File: src/rtl/r22sdf_pkg.sv
// Shared definitions for the R2^2 SDF stage: quarter multipliers, FSM encoding
// and the twiddle path latency used to align the data path.
package r22sdf_pkg;

  typedef enum logic {
    IDLE = 1'b0,
    RUN  = 1'b1
  } state_t;

  // Twiddle multiplier k for quarters q = 0..3 is 0, 2, 1, 3 (element [q]).
  localparam logic [3:0][1:0] QUARTER_K = {2'd3, 2'd1, 2'd2, 2'd0};

  function automatic int latency(input int rom_ff, input int tc_ff);
    return 1 + rom_ff + tc_ff;
  endfunction

endpackage

File: src/rtl/twiddle_sequencer_if.sv
// Sample-enable inputs and twiddle/control outputs of one sequencer.
interface twiddle_sequencer_if #(
  parameter int LOG_N = 6
);
  logic             di_en;
  logic             clear;
  logic [LOG_N-1:0] tw_addr;
  logic             tw_en;
  logic             do_en;
  logic             do_first;
  logic             do_last;
  logic             do_bypass;
  logic             busy;

  modport master (
    output di_en, clear,
    input  tw_addr, tw_en, do_en, do_first, do_last, do_bypass, busy
  );

  modport slave (
    input  di_en, clear,
    output tw_addr, tw_en, do_en, do_first, do_last, do_bypass, busy
  );
endinterface

File: src/rtl/delay_line.sv
// Fixed-depth shift register; DEPTH = 0 degenerates to a wire.
module delay_line #(
  parameter int WIDTH = 1,
  parameter int DEPTH = 1
) (
  input  logic             clock,
  input  logic             reset_n,
  input  logic [WIDTH-1:0] din,
  output logic [WIDTH-1:0] dout
);

  generate
    if (DEPTH == 0) begin : g_wire
      wire unused_ok = &{1'b0, clock, reset_n};
      assign dout = din;
    end else begin : g_pipe
      logic [WIDTH-1:0] pipe [DEPTH];

      // NOTE: every stage is reset, not just the output, so samples in flight
      // disappear on reset instead of emerging as stale enables afterwards.
      always_ff @(posedge clock or negedge reset_n) begin
        if (!reset_n) begin
          for (int i = 0; i < DEPTH; i++) pipe[i] <= '0;
        end else begin
          // NOTE: non-blocking assignments let every stage sample the old
          // value of its neighbour, so the chain shifts by exactly one.
          pipe[0] <= din;
          for (int i = 1; i < DEPTH; i++) pipe[i] <= pipe[i-1];
        end
      end

      assign dout = pipe[DEPTH-1];
    end
  endgenerate

endmodule

File: src/rtl/twiddle_sequencer.sv
// Twiddle address sequencer for one R2^2 SDF stage: frame counter, shift/add
// twiddle number, and control flags delayed to meet the converted twiddle.
module twiddle_sequencer
  import r22sdf_pkg::*;
#(
  parameter int LOG_N  = 6,
  parameter int ROM_FF = 1,
  parameter int TC_FF  = 1
) (
  input logic               clock,
  input logic               reset_n,
  twiddle_sequencer_if.slave bus
);

  localparam int QW  = LOG_N - 2;
  localparam int DLY = latency(ROM_FF, TC_FF) - 1;
  localparam logic [LOG_N-1:0] ONE = LOG_N'(1);

  state_t           state, state_nxt;
  logic [LOG_N-1:0] cnt, cnt_nxt;
  logic [LOG_N-1:0] idx, m_ext, addr;
  logic [1:0]       q, k;
  logic [QW-1:0]    m;
  logic             first, last, bypass;

  logic [LOG_N-1:0] tw_addr_q;
  logic             tw_en_q, first_q, last_q, bypass_q;
  logic [3:0]       dly_out;

  // A sample accepted together with clear is index 0 of a new frame.
  assign idx   = bus.clear ? '0 : cnt;
  assign q     = idx[LOG_N-1 -: 2];
  assign m     = idx[QW-1:0];
  assign m_ext = {2'b00, m};
  assign k     = QUARTER_K[q];

  assign addr   = (k[1] ? (m_ext << 1) : '0) + (k[0] ? m_ext : '0);
  assign bypass = (q == 2'd0) || (m == '0);
  assign first  = (idx == '0);
  assign last   = &idx;

  always_comb begin
    // NOTE: defaults first, so every path assigns both outputs and no latch
    // is inferred.
    state_nxt = state;
    cnt_nxt   = cnt;
    if (bus.clear) begin
      state_nxt = bus.di_en ? RUN : IDLE;
      cnt_nxt   = bus.di_en ? ONE : '0;
    end else if (bus.di_en) begin
      unique case (state)
        IDLE: begin
          state_nxt = RUN;
          cnt_nxt   = ONE;
        end
        RUN: begin
          cnt_nxt   = cnt + ONE;
          state_nxt = (&cnt) ? IDLE : RUN;
        end
        default: ;
      endcase
    end
  end

  always_ff @(posedge clock or negedge reset_n) begin
    if (!reset_n) begin
      state     <= IDLE;
      cnt       <= '0;
      tw_addr_q <= '0;
      tw_en_q   <= 1'b0;
      first_q   <= 1'b0;
      last_q    <= 1'b0;
      bypass_q  <= 1'b0;
    end else begin
      state    <= state_nxt;
      cnt      <= cnt_nxt;
      tw_en_q  <= bus.di_en;
      first_q  <= bus.di_en & first;
      last_q   <= bus.di_en & last;
      bypass_q <= bus.di_en & bypass;
      if (bus.di_en) tw_addr_q <= addr;
    end
  end

  delay_line #(
    .WIDTH (4),
    .DEPTH (DLY)
  ) u_delay (
    .clock   (clock),
    .reset_n (reset_n),
    .din     ({tw_en_q, first_q, last_q, bypass_q}),
    .dout    (dly_out)
  );

  assign bus.tw_addr = tw_addr_q;
  assign bus.tw_en   = tw_en_q;
  assign {bus.do_en, bus.do_first, bus.do_last, bus.do_bypass} = dly_out;
  assign bus.busy    = (state == RUN);

endmodule
File: src/flat_wrapper.sv
// flat-port wrapper written by rule: the top's interface ports become plain ports
module twiddle_sequencer_flat import r22sdf_pkg::*;
#(
  parameter int LOG_N  = 6,
  parameter int ROM_FF = 1,
  parameter int TC_FF  = 1
)
  (clock, reset_n, bus_di_en, bus_clear, bus_tw_addr, bus_tw_en, bus_do_en, bus_do_first, bus_do_last, bus_do_bypass, bus_busy);
  twiddle_sequencer_if #(.LOG_N(LOG_N)) bus_i ();
  input logic clock;
  input logic reset_n;
  input wire logic [$bits(bus_i.di_en)-1:0] bus_di_en;
  input wire logic [$bits(bus_i.clear)-1:0] bus_clear;
  output wire logic [$bits(bus_i.tw_addr)-1:0] bus_tw_addr;
  output wire logic [$bits(bus_i.tw_en)-1:0] bus_tw_en;
  output wire logic [$bits(bus_i.do_en)-1:0] bus_do_en;
  output wire logic [$bits(bus_i.do_first)-1:0] bus_do_first;
  output wire logic [$bits(bus_i.do_last)-1:0] bus_do_last;
  output wire logic [$bits(bus_i.do_bypass)-1:0] bus_do_bypass;
  output wire logic [$bits(bus_i.busy)-1:0] bus_busy;
  assign bus_i.di_en = bus_di_en;
  assign bus_i.clear = bus_clear;
  assign bus_tw_addr = bus_i.tw_addr;
  assign bus_tw_en = bus_i.tw_en;
  assign bus_do_en = bus_i.do_en;
  assign bus_do_first = bus_i.do_first;
  assign bus_do_last = bus_i.do_last;
  assign bus_do_bypass = bus_i.do_bypass;
  assign bus_busy = bus_i.busy;
  twiddle_sequencer #(.LOG_N(LOG_N), .ROM_FF(ROM_FF), .TC_FF(TC_FF)) u_core (.clock(clock), .reset_n(reset_n), .bus(bus_i));
endmodule
File: config.mk
export PLATFORM = sky130hd
export DESIGN_NAME = twiddle_sequencer_flat
export DESIGN_NICKNAME = d
export VERILOG_FILES = /design/src/rtl/r22sdf_pkg.sv /design/src/rtl/twiddle_sequencer_if.sv /design/src/rtl/delay_line.sv /design/src/rtl/twiddle_sequencer.sv /design/src/flat_wrapper.sv
export SDC_FILE = /design/constraint.sdc
export NUM_CORES = 1
export LEC_CHECK = 0
export ABC_AREA = 1
export BUFFER_PORTS_ARGS = -buffer_cell sky130_fd_sc_hd__buf_2
export CAP_MARGIN = 30
export CORE_UTILIZATION = 45
export CTS_BUF_LIST = sky130_fd_sc_hd__clkbuf_8
export DETAILED_ROUTE_END_ITERATION = 16
export GPL_TIMING_DRIVEN = 0
export PLACE_DENSITY = 0.74
export SLEW_MARGIN = 20
export SYNTH_ARGS = -nofsm -noshare
export SYNTH_HDL_FRONTEND = slang
export SYNTH_SLANG_ARGS = --single-unit
File: constraint.sdc
create_clock -name clock -period 2.1 [get_ports clock]
set_input_delay 0.42 -clock clock [delete_from_list [all_inputs] [get_ports clock]]
set_output_delay 0.42 -clock clock [all_outputs]
set_load 0.01 [all_outputs]
==> results.rst <==
.. list-table::
   :header-rows: 1

   * - Metric
     - Value
   * - Longest Clk Path Bufs
     - 2
   * - Slowest stage cell on the critical path
     - sky130_fd_sc_hd__dfrtp_1
   * - Number of nets in the synthesized netlist
     - 129
   * - Dpl hpwl
     - 1.510 mm
   * - Overall die width
     - 51.47 um
   * - Kind of launch point of the worst setup path
     - flip-flop
   * - Unrepaired setup endpoints after global routing
     - false
   * - Final period demand of the worst path
     - 1691 ps
   * - Most frequently used cell type in the post-synthesis netlist
     - sky130_fd_sc_hd__nand2_1
   * - Total clock buffers created by CTS
     - 3
   * - Run status
     - completed
   * - Fraction of the core area covered by cells at the end of the flow
     - 55.94%
   * - H-tree level count
     - 1
   * - Critical path startpoint
     - u_core.cnt[5]
   * - Worst Reg-to-Reg Cells
     - 7
   * - Number of standard cells in the final layout excluding fillers
     - 167
   * - Pins Over Slew Limit
     - 0
   * - Clock network power share
     - 33.9%
   * - Synth unique cells
     - 21
   * - Total Wirelength
     - 2.011 mm
   * - Final estimated routing congestion in global placement
     - 0.8245
   * - Clock sinks
     - 25
   * - Count of buffers added by post-CTS timing repair for setup
     - 0
   * - Number of setup violations in the final report
     - 0
   * - Mapped Area
     - 0.001101 mm2
   * - Category of cells accounting for the largest share of critical-path delay
     - adder cells
   * - Number of stages on the worst setup path
     - 7
   * - Minimum setup slack among reg-to-reg paths
     - 410 ps
   * - Critical register-to-register path startpoint
     - u_core.cnt[5]
   * - Share of async-settable or async-resettable flops after synthesis
     - 100.0%
   * - Total area of multi-input combinational cells
     - 401.6 um2
   * - Port buffer count
     - 15
   * - Die outline height
     - 51.47 um
   * - Total grt overflow
     - 0
   * - Pre-CTS setup slack
     - 170.6 ps
   * - Cell at the root of the clock tree
     - sky130_fd_sc_hd__clkbuf_8
   * - Slew at the pin with the worst max-slew slack
     - 543.1 ps
   * - Cell taking the most area after synthesis
     - sky130_fd_sc_hd__dfrtp_1
   * - Maximum clock frequency
     - 591.4 MHz
   * - Internal power component
     - 0.0006632 W
   * - Predominant post-synthesis flop cell
     - sky130_fd_sc_hd__dfrtp_1
   * - DR pass1 iterations
     - 4
   * - Category of the most critical setup path
     - flip-flop to flip-flop
   * - Antenna violations before repair
     - 0
   * - Data arrival time of the critical path
     - 1890 ps
   * - CP endpoint kind
     - flip-flop
   * - Remaining antenna violation count
     - 0
   * - Peak supply drop
     - 0.3474 mV
   * - Final critical-path share of the clock period
     - 80.52%
   * - WP data required
     - 2300 ps
   * - Initial Utilization
     - 48.83%
   * - Via count
     - 840
   * - Iter 0 DRT Violations
     - 11
   * - Switching share of power
     - 25.05%
   * - Die footprint
     - 0.002649 mm2
   * - Logic gate share of total power
     - 8.1%
   * - Path class of the lowest-slack min-delay path
     - primary input to async pin
   * - Vias in the first global route
     - 851
   * - Post-synthesis to final-layout area growth
     - 14.55%
   * - Sequential share of the synthesized area
     - 56.82%
   * - Hold buffer count at cts
     - 0
   * - Ant diodes
     - 0
   * - Maximum Capacitance Violations
     - 0
   * - Worst skew pair latency
     - 270 ps
   * - Worst-case clock skew
     - 5.495 ps
   * - Switching component of the power
     - 0.0002217 W
   * - Min setup slack post-route
     - 409.2 ps
   * - Pwr Total
     - 0.0008849 W
   * - Total of cells resized after clock tree synthesis
     - 0
   * - I/O pin cnt
     - 16
   * - Count of state elements after synthesis
     - 25
   * - Dominant cells by area after synthesis
     - sky130_fd_sc_hd__dfrtp_1 (57%), sky130_fd_sc_hd__nand2_1 (9.9%), sky130_fd_sc_hd__nor2_1 (5.5%)
   * - Placed cell count
     - 163
   * - Share of Yosys cell area claimed by the top area cell type
     - 56.82%
   * - Warning count from the yosys run
     - 0
   * - Power density over cell area
     - 701.6 mW/mm2
   * - Delay contributed by the slowest stage of the critical path
     - 450 ps
   * - Post-Synthesis Mean Instance Area
     - 9.175 um2
   * - Via-per-instance ratio
     - 5.030
   * - Clock tree from TritonCTS
     - built
   * - Critical Path Fanout Max
     - 6
   * - Pin count of the biggest net entering global routing
     - 26
   * - Total DRC errors in the routed layout
     - 0
   * - Clock input transition at the sequential cells of the worst setup and hold paths
     - 90 ps
   * - Area of the core region
     - 0.002255 mm2
   * - Post-synth EDFFs
     - 0
   * - Core Rows
     - 17
   * - Post-route setup TNS
     - 0 ps
   * - Proportion of layout cells with a drive suffix above 1
     - 17.99%
   * - Worst-case headroom to the max-slew limit
     - 63.79%
   * - Overall Global Routing Usage
     - 18.51%
   * - Commonest cells in the netlist
     - sky130_fd_sc_hd__nand2_1 (29), sky130_fd_sc_hd__dfrtp_1 (25), sky130_fd_sc_hd__nor2_1 (16)
   * - Register cell area after layout
     - 625.6 um2
   * - Worst setup path end
     - u_core.bus.tw_addr[3]
   * - Leak pwr
     - 0.6424 nW
   * - FILL cells
     - 215
   * - Critical Path, Cell by Cell
     - nand2_1 > nor2_1 > ha_1 > inv_1 > fa_1 > xor2_1 > o21ai_0
   * - Hold violation count in the final report
     - 0
   * - Number of nets in the final layout
     - 149
   * - Syn Inst Count
     - 120
   * - First-pass GRT wire length
     - 3.567 mm
   * - Worst R2R End
     - u_core.bus.tw_addr[3]
   * - Critical path buffer and inverter count
     - 1
   * - Per-cell routed wire length
     - 12.04 um
   * - Portion of total power attributed to sequential cells
     - 58.0%
## cells by family after synthesis
logic type	count (synthesis)	share of synthesized area [%]
buffers and inverters	16	6.704
AND/OR/NAND/NOR	58	22.27
flip-flops	25	56.82
XOR/XNOR	1	0.7956
AO/OA/AOI/OAI	15	7.045
adder cells (fa/ha/maj)	5	6.364
## flip-flops by register name (all words and copies together), names as in the netlist
register / count
u_core.bus.busy: 1
u_core.bypass_q: 1
u_core.u_delay.g_pipe.pipe: 4
u_core.cnt: 6
u_core.bus.tw_addr: 6
u_core.bus.tw_en: 1
u_core.u_delay.dout: 4
u_core.first_q: 1
u_core.last_q: 1
## placed cells by master, fill, tap and decap left out
master / n
sky130_fd_sc_hd__nor4_1: 1
sky130_fd_sc_hd__fa_1: 1
sky130_fd_sc_hd__xor2_1: 1
sky130_fd_sc_hd__o21ai_1: 1
sky130_fd_sc_hd__inv_2: 2
sky130_fd_sc_hd__nand4_1: 2
sky130_fd_sc_hd__nand2_4: 1
sky130_fd_sc_hd__ha_1: 4
sky130_fd_sc_hd__nor2_1: 16
sky130_fd_sc_hd__buf_6: 1
sky130_fd_sc_hd__nand3_1: 7
sky130_fd_sc_hd__nor3_1: 1
sky130_fd_sc_hd__clkbuf_8: 3
sky130_fd_sc_hd__a22oi_1: 1
sky130_fd_sc_hd__a21oi_1: 7
sky130_fd_sc_hd__inv_1: 11
sky130_fd_sc_hd__buf_2: 16
sky130_fd_sc_hd__nand2_1: 29
sky130_fd_sc_hd__or2_1: 1
sky130_fd_sc_hd__dfrtp_1: 25
sky130_fd_sc_hd__o21ai_0: 6
sky130_fd_sc_hd__inv_6: 2
## through the flow
stage          instance area [um2]  hold slack [ps]
2_1_floorplan                 1101            124.4
3_3_place_gp                  1211            333.3
3_5_place_dp                  1211            334.7
4_1_cts                       1261            132.0
5_1_grt                       1261            152.9
6_report                      1261            117.5
## how the worst min path moves through the flow
stage,startpoint,endpoint,slack [ps],depth (start not counted)
after global routing,reset_n,u_core.u_delay.dout[3],150,1
after CTS,reset_n,u_core.u_delay.dout[1],130,1
after global placement,u_core.u_delay.g_pipe.pipe[5],u_core.u_delay.dout[1],330,0
final,reset_n,u_core.u_delay.dout[1],120,1
after floorplan,reset_n,u_core.bus.busy,120,0
after detailed placement,u_core.first_q,u_core.u_delay.g_pipe.pipe[6],330,0
## power groups by stage
stage | sequential (W) | combinational, W | clock, W
floorplan | 0.000524 | 0.0000389 | 0
global placement | 0.000522 | 0.0000707 | 0
detailed placement | 0.000523 | 0.0000727 | 0
CTS | 0.000513 | 0.0000732 | 0.000307
global route | 0.000516 | 0.0000830 | 0.000323
finish | 0.000513 | 0.0000714 | 0.000300
## routing by layer
metal	wire, um	track usage, %	vias to the layer above
li1	-	-	421
met1	923	23.03	401
met2	1008	32.03	14
met3	51	2.679	4
met4	27	7.207	0
met5	0	0	-
## cell type report
| cell class | instances | share of cell area, % |
|---|---|---|
| flip-flops and latches | 25 | 49.60 |
| well taps | 28 | 2.778 |
| plain buffers | 2 | 1.290 |
| multi-input cells | 79 | 31.85 |
| clock inverters | 1 | 0.6944 |
| repair buffers | 15 | 5.952 |
| clock buffers | 3 | 3.274 |
| inverters | 14 | 4.563 |
Power figures use the tool's default switching activity.
